--- src/rtl/receptor_serial_fase.sv ---
// Phase-code serial receiver: synchronise, deserialise, buffer in FWFT FIFO.
// Optional macro RXS_ERRCNT_EN adds a saturating frame-error counter.
module receptor_serial_fase #(
  parameter int W           = 5,
  parameter int FIFO_DEPTH  = 4,
  parameter int SYNC_STAGES = 2
) (
  input  logic                          clk,
  input  logic                          rst,
  input  logic                          en,
  input  logic [2:0]                    ba,
  input  logic                          sclk_in,
  input  logic                          sdata_in,
  input  logic                          send_in,
  input  logic                          clear,
  output logic [W-1:0]                  code_out,
  output logic                          code_valid,
  input  logic                          code_ready,
  output logic [$clog2(FIFO_DEPTH):0]   fifo_level,
  output logic                          overflow,
  output logic                          frame_err,
  output logic [7:0]                    err_count
);

  localparam int CW = $clog2(W + 1);
  localparam int AW = $clog2(FIFO_DEPTH);
  localparam int LW = AW + 1;

  typedef enum logic [1:0] {
    IDLE,
    SHIFT,
    DONE
  } state_t;

  logic [SYNC_STAGES-1:0] sclk_ff;
  logic [SYNC_STAGES-1:0] sdata_ff;
  logic [SYNC_STAGES-1:0] send_ff;
  logic                   sclk_prev;
  logic                   send_prev;

  logic                   sclk_rise;
  logic                   send_rise;
  logic                   bit_in;

  state_t                 state;
  logic [W-1:0]           shreg;
  logic [CW-1:0]          cnt;
  logic [CW-1:0]          ba_l;
  logic [CW-1:0]          ba_eff;
  logic [CW-1:0]          next_cnt;
  logic [7:0]             ba8;
  logic                   complete;
  logic                   err_evt;

  logic [W-1:0]           mask;
  logic [W-1:0]           push_data;
  logic                   push;
  logic                   pop;
  logic                   full;
  logic                   wr_ok;

  logic [W-1:0]           mem [FIFO_DEPTH];
  logic [AW-1:0]          wr_ptr;
  logic [AW-1:0]          rd_ptr;
  logic [LW-1:0]          level;

  always_ff @(posedge clk or negedge rst) begin
    if (!rst) begin
      sclk_ff   <= '0;
      sdata_ff  <= '0;
      send_ff   <= '0;
      sclk_prev <= 1'b0;
      send_prev <= 1'b0;
    end else begin
      sclk_ff   <= {sclk_ff[SYNC_STAGES-2:0], sclk_in};
      sdata_ff  <= {sdata_ff[SYNC_STAGES-2:0], sdata_in};
      send_ff   <= {send_ff[SYNC_STAGES-2:0], send_in};
      sclk_prev <= sclk_ff[SYNC_STAGES-1];
      send_prev <= send_ff[SYNC_STAGES-1];
    end
  end

  assign sclk_rise = sclk_ff[SYNC_STAGES-1] & ~sclk_prev;
  assign send_rise = send_ff[SYNC_STAGES-1] & ~send_prev;
  assign bit_in    = sdata_ff[SYNC_STAGES-1];

  // Out-of-range lengths fall back to the full code width.
  always_comb begin
    ba8    = {5'b0, ba};
    ba_eff = CW'(W);
    if (ba8 != 8'd0 && ba8 <= 8'(W))
      ba_eff = CW'(ba);
  end

  assign next_cnt = cnt + CW'(1);
  assign complete = sclk_rise & (next_cnt == ba_l);
  assign err_evt  = en & (state == SHIFT) & send_rise & ~complete;

  always_ff @(posedge clk or negedge rst) begin
    if (!rst) begin
      state     <= IDLE;
      shreg     <= '0;
      cnt       <= '0;
      ba_l      <= CW'(W);
      frame_err <= 1'b0;
    end else begin
      if (err_evt)
        frame_err <= 1'b1;
      else if (clear)
        frame_err <= 1'b0;
      unique case (state)
        IDLE: begin
          if (en && sclk_rise) begin
            ba_l  <= ba_eff;
            shreg <= {{(W-1){1'b0}}, bit_in};
            cnt   <= CW'(1);
            state <= (ba_eff == CW'(1)) ? DONE : SHIFT;
          end
        end
        SHIFT: begin
          if (!en) begin
            state <= IDLE;
          end else if (sclk_rise) begin
            shreg <= {shreg[W-2:0], bit_in};
            cnt   <= next_cnt;
            if (complete)
              state <= DONE;
            else if (send_rise)
              state <= IDLE;
          end else if (send_rise) begin
            state <= IDLE;
          end
        end
        DONE: state <= IDLE;
        default: state <= IDLE;
      endcase
    end
  end

  always_comb begin
    mask = '0;
    for (int i = 0; i < W; i++)
      mask[i] = (i < int'(ba_l));
  end

  assign push_data  = shreg & mask;
  assign push       = (state == DONE);
  assign code_valid = (level != '0);
  assign pop        = code_valid & code_ready;
  assign full       = (level == LW'(FIFO_DEPTH));
  assign wr_ok      = push & (~full | pop);

  always_ff @(posedge clk or negedge rst) begin
    if (!rst) begin
      for (int i = 0; i < FIFO_DEPTH; i++)
        mem[i] <= '0;
      wr_ptr   <= '0;
      rd_ptr   <= '0;
      level    <= '0;
      overflow <= 1'b0;
    end else begin
      if (wr_ok) begin
        mem[wr_ptr] <= push_data;
        wr_ptr      <= wr_ptr + AW'(1);
      end
      if (pop)
        rd_ptr <= rd_ptr + AW'(1);
      unique case ({wr_ok, pop})
        2'b10:   level <= level + LW'(1);
        2'b01:   level <= level - LW'(1);
        default: level <= level;
      endcase
      if (push && full && !pop)
        overflow <= 1'b1;
      else if (clear)
        overflow <= 1'b0;
    end
  end

  assign code_out   = code_valid ? mem[rd_ptr] : '0;
  assign fifo_level = level;

`ifdef RXS_ERRCNT_EN
  logic [7:0] err_cnt_q;

  always_ff @(posedge clk or negedge rst) begin
    if (!rst) begin
      err_cnt_q <= 8'd0;
    end else if (err_evt) begin
      if (clear)
        err_cnt_q <= 8'd1;
      else if (err_cnt_q != 8'hFF)
        err_cnt_q <= err_cnt_q + 8'd1;
    end else if (clear) begin
      err_cnt_q <= 8'd0;
    end
  end

  assign err_count = err_cnt_q;
`else
  assign err_count = 8'd0;
`endif

endmodule

--- config.mk ---
export PLATFORM = sky130hd
export DESIGN_NAME = receptor_serial_fase
export DESIGN_NICKNAME = d
export VERILOG_FILES = /design/src/rtl/receptor_serial_fase.sv
export SDC_FILE = /design/constraint.sdc
export NUM_CORES = 1
export LEC_CHECK = 0
export ABC_AREA = 1
export BUFFER_PORTS_ARGS = -buffer_cell sky130_fd_sc_hd__buf_2
export CAP_MARGIN = 20
export CORE_MARGIN = 4
export CORE_UTILIZATION = 31
export CTS_BUF_LIST = sky130_fd_sc_hd__clkbuf_4 sky130_fd_sc_hd__clkbuf_8 sky130_fd_sc_hd__clkbuf_16
export DETAILED_ROUTE_END_ITERATION = 12
export PLACE_DENSITY_LB_ADDON = 0.05
export SETUP_SLACK_MARGIN = 0.1
export SYNTH_ARGS = -nofsm -noshare
export SYNTH_HDL_FRONTEND = slang
export SYNTH_SLANG_ARGS = --single-unit
--- constraint.sdc ---
create_clock -name clk -period 1.8 [get_ports clk]
set_input_delay 0.09 -clock clk [delete_from_list [all_inputs] [get_ports clk]]
set_output_delay 0.09 -clock clk [all_outputs]
set_load 0.02 [all_outputs]
Yosys cells after proc, flatten, opt, wreduce, memory -nomap -nowiden
Cells that the tools add are included.
{"block": "totals", "ff_bits": 50, "inputBits": 11, "out_inout_bits": 19, "elab_cells": 100}
{"block": "classes", "add_sub_neg": 5, "magnitude_cmp": 9, "n_eq_ne": 10, "muxes": 27, "bitwise_logic": 16, "n_reduce_logical": 15}
{"operator": "two-way mux 5 bit", "n": 7}
{"operator": "bitwise mux 20 bit", "n": 1}
{"operator": "two-way mux 2 bit", "n": 6}
{"operator": "two-way mux 3 bit", "n": 4}
{"operator": "one-hot mux 3 bit (2 select lines)", "n": 2}
{"operator": "binary-select mux 5 bit (select 2 bit)", "n": 1}
{"operator": "demux 5 bit (select 2 bit)", "n": 1}
{"operator": "one-hot mux 5 bit (2 select lines)", "n": 1}
{"operator": "bitwise AND 1 bit", "n": 8}
{"operator": "nonzero test 2 bit", "n": 4}
{"operator": "adder 3 x 1 -> 3 bit (second input constant)", "n": 2}
{"operator": "greater-or-equal comparator 3 bit (second input constant)", "n": 2}
{"operator": "< comparator 1 x 3 -> 1 bit (first input constant)", "n": 2}
{"operator": "< comparator 2 x 3 -> 1 bit (first input constant)", "n": 2}
{"operator": "!= test 2 bit (second input constant)", "n": 3}
{"operator": "inverter 2 -> 3 bit", "n": 2}
{"operator": "nonzero test 3 bit", "n": 2}
{"operator": "bitwise AND 5 bit", "n": 1}
{"operator": "logical AND 1 bit", "n": 5}
{"operator": "adder 2 x 1 -> 2 bit (second input constant)", "n": 2}
{"operator": "== test 2 x 1 -> 1 bit (second input constant)", "n": 2}
{"operator": "== test 2 bit (second input constant)", "n": 2}
{"operator": "inverter 1 bit", "n": 4}
{"operator": "one-hot mux 2 bit (2 select lines)", "n": 1}
{"operator": "other kinds (13)", "n": 15}

Depth between registers and ports, before layout
Gate-level depths: netlist of run 1.
{"block": "depth", "word_depth": 7, "mapped_depth": 10}

Worst setup path before layout of run 1
OpenSTA, ideal clock, no wires.
{"block": "synth_path", "kind": "reg-to-reg", "startpoint": "register level[2] (netlist: fifo_level[2])", "endpoint": "register level[2] (netlist: fifo_level[2])", "setup_time_ns": 0.063, "arrival_time_ns": 1.657, "required_time_ns": 1.737, "slack_ns": 0.080, "stages_incl_launch_ff": 10, "path_buffers": 0, "synth_period_minus_slack_ns": 1.720, "cell_sequence": "dfrtp_1 -> inv_1 -> nand2_2 -> nand3_2 -> fa_1 -> inv_1 -> nand4_1 -> nand3_1 -> nand2_1 -> inv_1"}
{"block": "synth_between", "elab_chain_len": 6, "word_cells_on_any_way": 12, "cone_classes": "add/sub: 2; eq/ne: 3; mux: 1; bitwise: 4; reduce/logical: 2"}
{"element": "start, declared", "line": "65", "text": "logic [LW-1:0] level;"}
{"element": "start signal, assigned", "line": "169", "text": "2'b10: level <= level + LW'(1);"}
{"element": "start signal, assigned", "line": "170", "text": "2'b01: level <= level - LW'(1);"}
{"element": "start signal, assigned", "line": "171", "text": "default: level <= level;"}
{"element": "nonzero test 3 bit *", "line": "148", "text": "assign code_valid = (level != '0);"}
{"element": "net code_valid", "line": "17", "text": "output logic code_valid,"}
{"element": "bitwise AND 1 bit *", "line": "149", "text": "assign pop = code_valid & code_ready;"}
{"element": "bitwise OR 1 bit", "line": "151", "text": "assign wr_ok = push & (~full | pop);"}
{"element": "bitwise AND 1 bit", "line": "151"}
{"element": "== test 2 x 1 -> 1 bit / == test 2 bit (equally long branches)", "line": "168", "text": "unique case ({wr_ok, pop})"}
{"element": "one-hot mux 3 bit (2 select lines) / nonzero test 2 bit (equally long branches)"}
The timed path passes the listed nets; every way through them passes the cells marked *.
A chain may end at the register's enable or synchronous reset.

Worst setup path after layout of run 1
{"block": "layout_path", "startpoint": "register rd_ptr[0]", "endpoint": "output code_out[4]"}
{"block": "layout_between", "elab_chain_len": 5}
{"element": "start, declared", "line": "64", "text": "logic [AW-1:0] rd_ptr;"}
{"element": "start signal, assigned", "line": "167", "text": "rd_ptr <= rd_ptr + AW'(1);"}
{"element": "inverter 2 -> 3 bit (not written as such)", "line": "180", "text": "assign code_out = code_valid ? mem[rd_ptr] : '0;"}
{"element": "binary-select mux 5 bit (select 2 bit)", "line": "180"}
{"element": "two-way mux 5 bit (not written as such) (2 in series)", "line": "180"}
{"element": "two-way mux 5 bit", "line": "180"}
{"element": "end, declared", "line": "16", "text": "output logic [W-1:0] code_out,"}
Every way passes these cells. The select of a mux whose other input is x is not followed.

==> metrics.md, run 1 <==
| Metric | Value |
|---|---|
| Leakage power | about 1.5 nW |
| Cell with the largest stage delay on the worst path | dfrtp_1 |
| Largest net degree at the start of global routing | 33 |
| Horizontal die dimension | roughly 97 um |
| Leading cell type by number of instances after synthesis | nand2_1 |
| Post-DP HPWL | a little under 4000 um |
| Final Hold Viols | 0 |
| Fraction of final layout cells sized beyond drive strength 1 | around a fifth |
| Crit path max fanout | 6 |
| Area of the die | ~9500 sq um |
| Result of the run | completed |
| Area of the core region | 7770 sq um |
| Final worst-path cycle share | 92.6% |
| Routability cong. | roughly 0.75 |
| First-pass GRT wire length | about 9000 um |
| Final number of max-transition violations | 0 |
| Count of routing violations after the opening detailed-route iteration | 38 |
| Crit start category | flip-flop |
| Port bufs | 21 |
| Final Worst Setup Slack | 0.133 ns |
| Most frequent CP cell | buf_4 |
| Wire length per cell after detailed routing | about 13 um |
| P&R area growth vs syn | 16.5% |
| Placed Cells incl. Taps | about 410 |
| Clock latency on the worst-skew pair | about 0.3 ns |
| Clock sink total | 50 |
| Number of storage elements in the synthesis netlist | 50 |
| Root Buffer Master | clkbuf_8 |
| CTS buffer count | 5 |
| Unrepaired setup endpoints after global routing | yes |
| Global-route total usage across every layer | around an eighth |
| Post-placement setup slack | 0.192 ns |
| Biggest area consumer among synthesized cells | dfrtp_1 |
| Number of max-cap violations | 0 |
| Via count of the first global-routing pass | approximately 1.8k |
| Cell area after synthesis | between 2000 and 2500 sq um |
| Critical Setup Path Class | flip-flop to output pin |
| Fill cells | between 800 and 900 |
| Detailed-routing iteration count for the pre-antenna-repair pass | 4 |
| Count of flip-flops with a built-in enable after synthesis | 0 |
| Post-detailed-route via-to-cell ratio | 4.35 |
| Ordered list of cells on the worst path | clkinvlp_4, buf_4, o21ai_0, a21oi_1, buf_4 |
| Net total in the final layout | 336 |
| Post-Route Hold Slack | ~0.065 ns |
| Worst clock skew | around 0.0065 ns |
| Worst min-delay path category | input port to flip-flop |
| Number of rows created at floorplan | 32 |
| Cell family with the largest share of critical-path delay | buffers and inverters |
| Signal arrival time at the worst endpoint | approximately 1.6 ns |
| Total length of routed wires | ~5300 um |
| DRC violations left | 0 |
| Power density normalized to cell area | 1440 nW/um^2 |
| Footprint of the multi-input gates | approximately 990 sq um |
| CTS tree | yes |
| Buffers from clock root to sink, at most | 2 |
| Maximum achievable frequency | 600 MHz |
| Area share of the largest cell type after synthesis | around half |
| Worst Path Required | ~1.7 ns |
| Final non-filler cell total | around 420 |
| Worst Setup End Kind | output pin |
| Initial antenna violation count | 0 |
| Overflow left after global routing | 0 |
| Sum of negative setup slack | 0 ns |
| Clock slew seen by the registers of the worst setup and hold paths | 0.09 ns |
| Post-synthesis async set-or-reset flop share | 100% |
| Final setup violation count | 0 |
| Warnings, synthesis | 0 |
| Top_reg_cell synth | dfrtp_1 |
| Initial Util | 32.0% |
| Synth area leaders | dfrtp_1 48%, nand2_1 9.4%, inv_1 6.8% |
| Part of the Yosys area used for sequential elements | slightly above 50% |
| Number of routed nets with antenna violations | 0 |
| Level count of the clock H-tree | 2 |
| Buf+Inv Stages, Crit Path | 3 |
| Footprint of the flip-flops and latches | 1260 sq um |
| Die boundary height | between 90 and 100 um |
| Post-layout util | approximately 37% |
| Average cell area after synthesis | between 8 and 9 sq um |
| Time the worst path needs with I/O delays and setup | ~1.7 ns |
| Worst ir drop on vdd | 0.000398 V |
| Vias after detailed routing | roughly 1.8k |
| Cells after Synth | 283 |
| # diodes | 0 |
| Cell variety after synth | 33 |
| Slowest stage delay, CP | between 0.4 and 0.5 ns |
| I/O pin total | 30 |
| Most frequent cells after synthesis | 62 x nand2_1, 48 x dfrtp_1, 45 x inv_1, 24 x o21ai_0, 18 x a21oi_1 |
## metal layers
metal | part of all wire [%] | track usage, % | vias up
met5 | 0 | 0 | -
met4 | 1.4 | 3.51 | 0
met3 | 2.4 | 2.66 | 6
met2 | 48 | 18.9 | 17
met1 | 49 | 15.8 | 859
li1 | - | - | 953
## power by group
part / internal [mW] / total (mW) / switching, mW
Clock: 0.323 / 0.685 / 0.362
Combinational: 0.653 / 1.77 / 1.11
Sequential: 1.46 / 1.71 / 0.250
## through the flow
stage / power [mW] / area, sq um
floorplan: 2.92 / 2510
global placement: 3.41 / 2710
detailed placement: 3.40 / 2710
CTS: 4.12 / 2850
global route: 4.51 / 2890
finish: 4.16 / 2890
## state kept, by name, indices dropped and copies added, names as in the netlist
signal      flops
send_prev       1
cnt             3
wr_ptr          2
ba_l            3
state           2
rd_ptr          2
sdata_ff        2
sclk_ff         2
send_ff         2
fifo_level      3
overflow        1
mem            20
frame_err       1
shreg           5
sclk_prev       1
## kinds of logic (layout without fill, tap and decap cells)
kind of cell	Yosys count	count (layout)	synth area share, %
DFF	50	50	50.5
AOI/OAI and AO/OA	58	58	12.7
other	1	8	0.151
buffers and inverters	61	91	10.8
and+or+nand+nor	103	103	21.1
adders and majority gates	6	6	3.33
xor gates and xnor gates	4	4	1.41
## worst reg2reg max path, stage by stage (launching register included)
cell and delay, ns:
dfrtp_2 0.42, inv_1 0.07, nand2_2 0.15, nand3_2 0.14, fa_2 0.53, inv_1 0.04, nand2_1 0.05, o21ai_1 0.05
## what timing repair did
action / in CTS / in global routing
setup buffers: 0 / 3
hold buffers: 5 / 0
endpoints found under the setup margin: 1 / 3
gates resized for setup: 1 / 11
pin swaps: 0 / 1
hold endpoints to repair: 23 / 0
## path summary, 6_finish.rpt
check                              start            end  slack [ns]  cells past startpoint
max                            rd_ptr[0]    code_out[4]        0.13                      5
min                                ba[0]       state[1]        0.07                      3
max reg2reg                fifo_level[2]  fifo_level[1]        0.25                      7
min reg2reg                   send_ff[0]     send_ff[1]        0.35                      0
max in group asynchronous            rst        ba_l[0]        0.93                      3
min in group asynchronous            rst       overflow        0.27                      2
## area by class of cell
| class | count | area share (%) |
|---|---|---|
| Clock buffer | 8 | 3.16 |
| Inverter | 50 | 6.88 |
| Multi-Input combinational cell | 179 | 34.2 |
| Tap cell | 102 | 4.41 |
| Timing Repair Buffer | 33 | 7.83 |
| Sequential cell | 50 | 43.5 |
## cells in the final DEF (no fill, tap or decap), drive strengths merged
cell / synthesis / layout
dfstp: 2 / 2
fa: 1 / 1
o31ai: 1 / 1
clkinvlp: 0 / 1
nor3: 1 / 1
xor2: 3 / 3
xnor2: 1 / 1
nor2: 19 / 19
dfrtp: 48 / 48
inv: 50 / 49
o21a: 3 / 3
a211oi: 2 / 2
ha: 5 / 5
buf: 10 / 28
nand3: 12 / 12
nand4: 3 / 3
a21oi: 18 / 18
nand2: 68 / 68
dlygate4sd3: 0 / 5
clkbuf: 1 / 8
o22ai: 7 / 7
conb: 1 / 8
o21ai: 27 / 27
Power figures use the tool's default switching activity.
==> run 2: changes to the inputs <==
Clock period 1.8 ns to 2.1 ns, I/O delays scaled along.
==> metrics.md, run 2 (synthesis results as in run 1) <==
| Metric | Value |
|---|---|
| Max FFs per register | 20 |
| Die boundary height | between 90 and 100 um |
| Largest registers ranked by flip-flop count | mem: 20 flops, shreg: 5 flops |
| Detailed-routing iteration count for the pre-antenna-repair pass | 4 |
| Post-placement setup slack | around 0.48 ns |
| Number of max-cap violations | 0 |
| Initial Util | 32.0% |
| Portion of total power attributed to combinational logic | ~40% |
| Crit path max fanout | 7 |
| Final Hold Viols | 0 |
| Area of the core region | around 7800 sq um |
| Buffers from clock root to sink, at most | 2 |
| Net Sw Frac | about two fifths |
| Worst ir drop on vdd | approximately 0.00034 V |
| Leading cell type in the layout, fill and taps excluded | nand2_1 |
| Clock slew seen by the registers of the worst setup and hold paths | roughly 0.09 ns |
| Worst Path Required | 2.00 ns |
| Largest net degree at the start of global routing | about 50 |
| Worst clock skew | 0.00443 ns |
| CTS buffer count | 5 |
| Signal arrival time at the worst endpoint | approximately 1.7 ns |
| Power density normalized to cell area | 1230 nW/um^2 |
| Most flops, register | mem |
| Number of routed nets with antenna violations | 0 |
| Maximum achievable frequency | between 500 and 600 MHz |
| Critical Setup Path Class | flip-flop to output pin |
| Final setup violation count | 0 |
| Slew of the pin with the lowest slew margin | 0.667 ns |
| P&R area growth vs syn | 14.2% |
| Commonest cells after routing, fill and taps aside | 62 x nand2_1, 48 x dfrtp_1, 45 x inv_1 |
| Post-detailed-route via-to-cell ratio | 4.32 |
| Via count of the first global-routing pass | 1877 |
| Root Buffer Master | clkbuf_8 |
| Sum of negative setup slack | 0 ns |
| Tightest slew margin relative to the limit | 55.5% |
| Overflow left after global routing | 0 |
| Clock sink total | 50 |
| Clock latency on the worst-skew pair | ~0.30 ns |
| Total length of routed wires | about 5200 um |
| Footprint of the multi-input gates | 986 sq um |
| Net switching power | 1.46 mW |
| Final non-filler cell total | between 400 and 500 |
| Final worst-path cycle share | a little over four fifths |
| Initial antenna violation count | 0 |
| Result of the run | completed |
| Unrepaired setup endpoints after global routing | no |
| Port bufs | 21 |
| Placed Cells incl. Taps | just over 400 |
| I/O pin total | 30 |
| Final Worst Setup Slack | around 0.34 ns |
| Post-layout util | approximately 37% |
| Time the worst path needs with I/O delays and setup | ~1.8 ns |
| CTS tree | yes |
| Crit start category | flip-flop |
| Routability cong. | 0.860 |
| Fill cells | 832 |
| Post-DP HPWL | about 3700 um |
| Final number of max-transition violations | 0 |
| Worst min-delay path category | input port to flip-flop |
| DRC violations left | 0 |
| Horizontal die dimension | a little under 100 um |
| Number of rows created at floorplan | 32 |
| # diodes | 0 |
| Fraction of final layout cells sized beyond drive strength 1 | between 10% and 20% |
| Vias after detailed routing | approximately 1.8k |
| Worst Setup End Kind | output pin |
| Count of routing violations after the opening detailed-route iteration | slightly above 100 |
| Wire length per cell after detailed routing | 12.4 um |
| Internal Pwr Total | 2.02 mW |
| Level count of the clock H-tree | 2 |
| Area of the die | 9500 sq um |
| Global-route total usage across every layer | about an eighth |
| Fraction of power consumed by the clock network | 17.6% |
| Net total in the final layout | 332 |
| Sequential group share of total power | approximately two fifths |
| Leakage power | roughly 1.5 nW |
| Post-CTS Repair Setup Buffers | 0 |
| First-pass GRT wire length | 9010 um |
| Footprint of the flip-flops and latches | roughly 1300 sq um |
==> run 2: final cells by class <==
class / instances / share of cell area [%]
clock buffers: 7 / 3.18
flip-flops and latches: 50 / 44.2
clock inverters: 1 / 0.177
multi-input cells: 179 / 34.8
repair buffers: 29 / 6.27
inverters: 50 / 6.88
well taps: 102 / 4.50
==> run 2: worst paths after layout <==
path / from / end / cells after the start / slack [ns]
worst max register to register: fifo_level[2] / fifo_level[2] / 9 / 0.46
max in group asynchronous: rst / send_ff[1] / 3 / 1.20
worst max-delay path: rd_ptr[1] / code_out[4] / 5 / 0.34
min in group asynchronous: rst / fifo_level[0] / 3 / 0.44
worst min-delay path: ba[0] / state[1] / 3 / 0.08
worst min register to register: send_ff[0] / send_ff[1] / 0 / 0.36
==> run 2: stage by stage <==
step,total power [mW],instance area (sq um),hold WS [ns]
2_1_floorplan,2.50,2510,-0.191
3_3_place_gp,2.90,2690,0.213
3_5_place_dp,2.90,2690,0.215
4_1_cts,3.53,2840,0.0733
5_1_grt,3.80,2840,0.0858
6_report,3.47,2840,0.0839
==> run 2: repair_timing <==
item                                   4_1_cts  5_1_grt
hold buffers                                 5        0
endpoints found under the hold margin       53        0
resized for setup                            0        0
==> run 2: routing by layer <==
metal / routed length, um / vias up / track usage, %
met5: 0 / - / 0
met2: 2400 / 25 / 18.7
li1: - / 941 / -
met1: 2570 / 832 / 15.9
met3: 131 / 8 / 2.44
met4: 91 / 0 / 4.05
==> run 2: power groups by stage <==
stage	logic, mW	registers (mW)	clock network (mW)
after floorplan	1.06	1.44	0
after global placement	1.45	1.46	0
after detailed placement	1.44	1.46	0
after CTS	1.45	1.44	0.640
after global routing	1.65	1.48	0.679
final	1.42	1.44	0.613
==> run 2: worst max-delay path, stage by stage, from the launching register on <==
cell and delay, ns:
dfrtp_1 0.53, inv_1 0.19, a21oi_1 0.14, o21ai_0 0.10, a21oi_1 0.20, buf_2 0.20
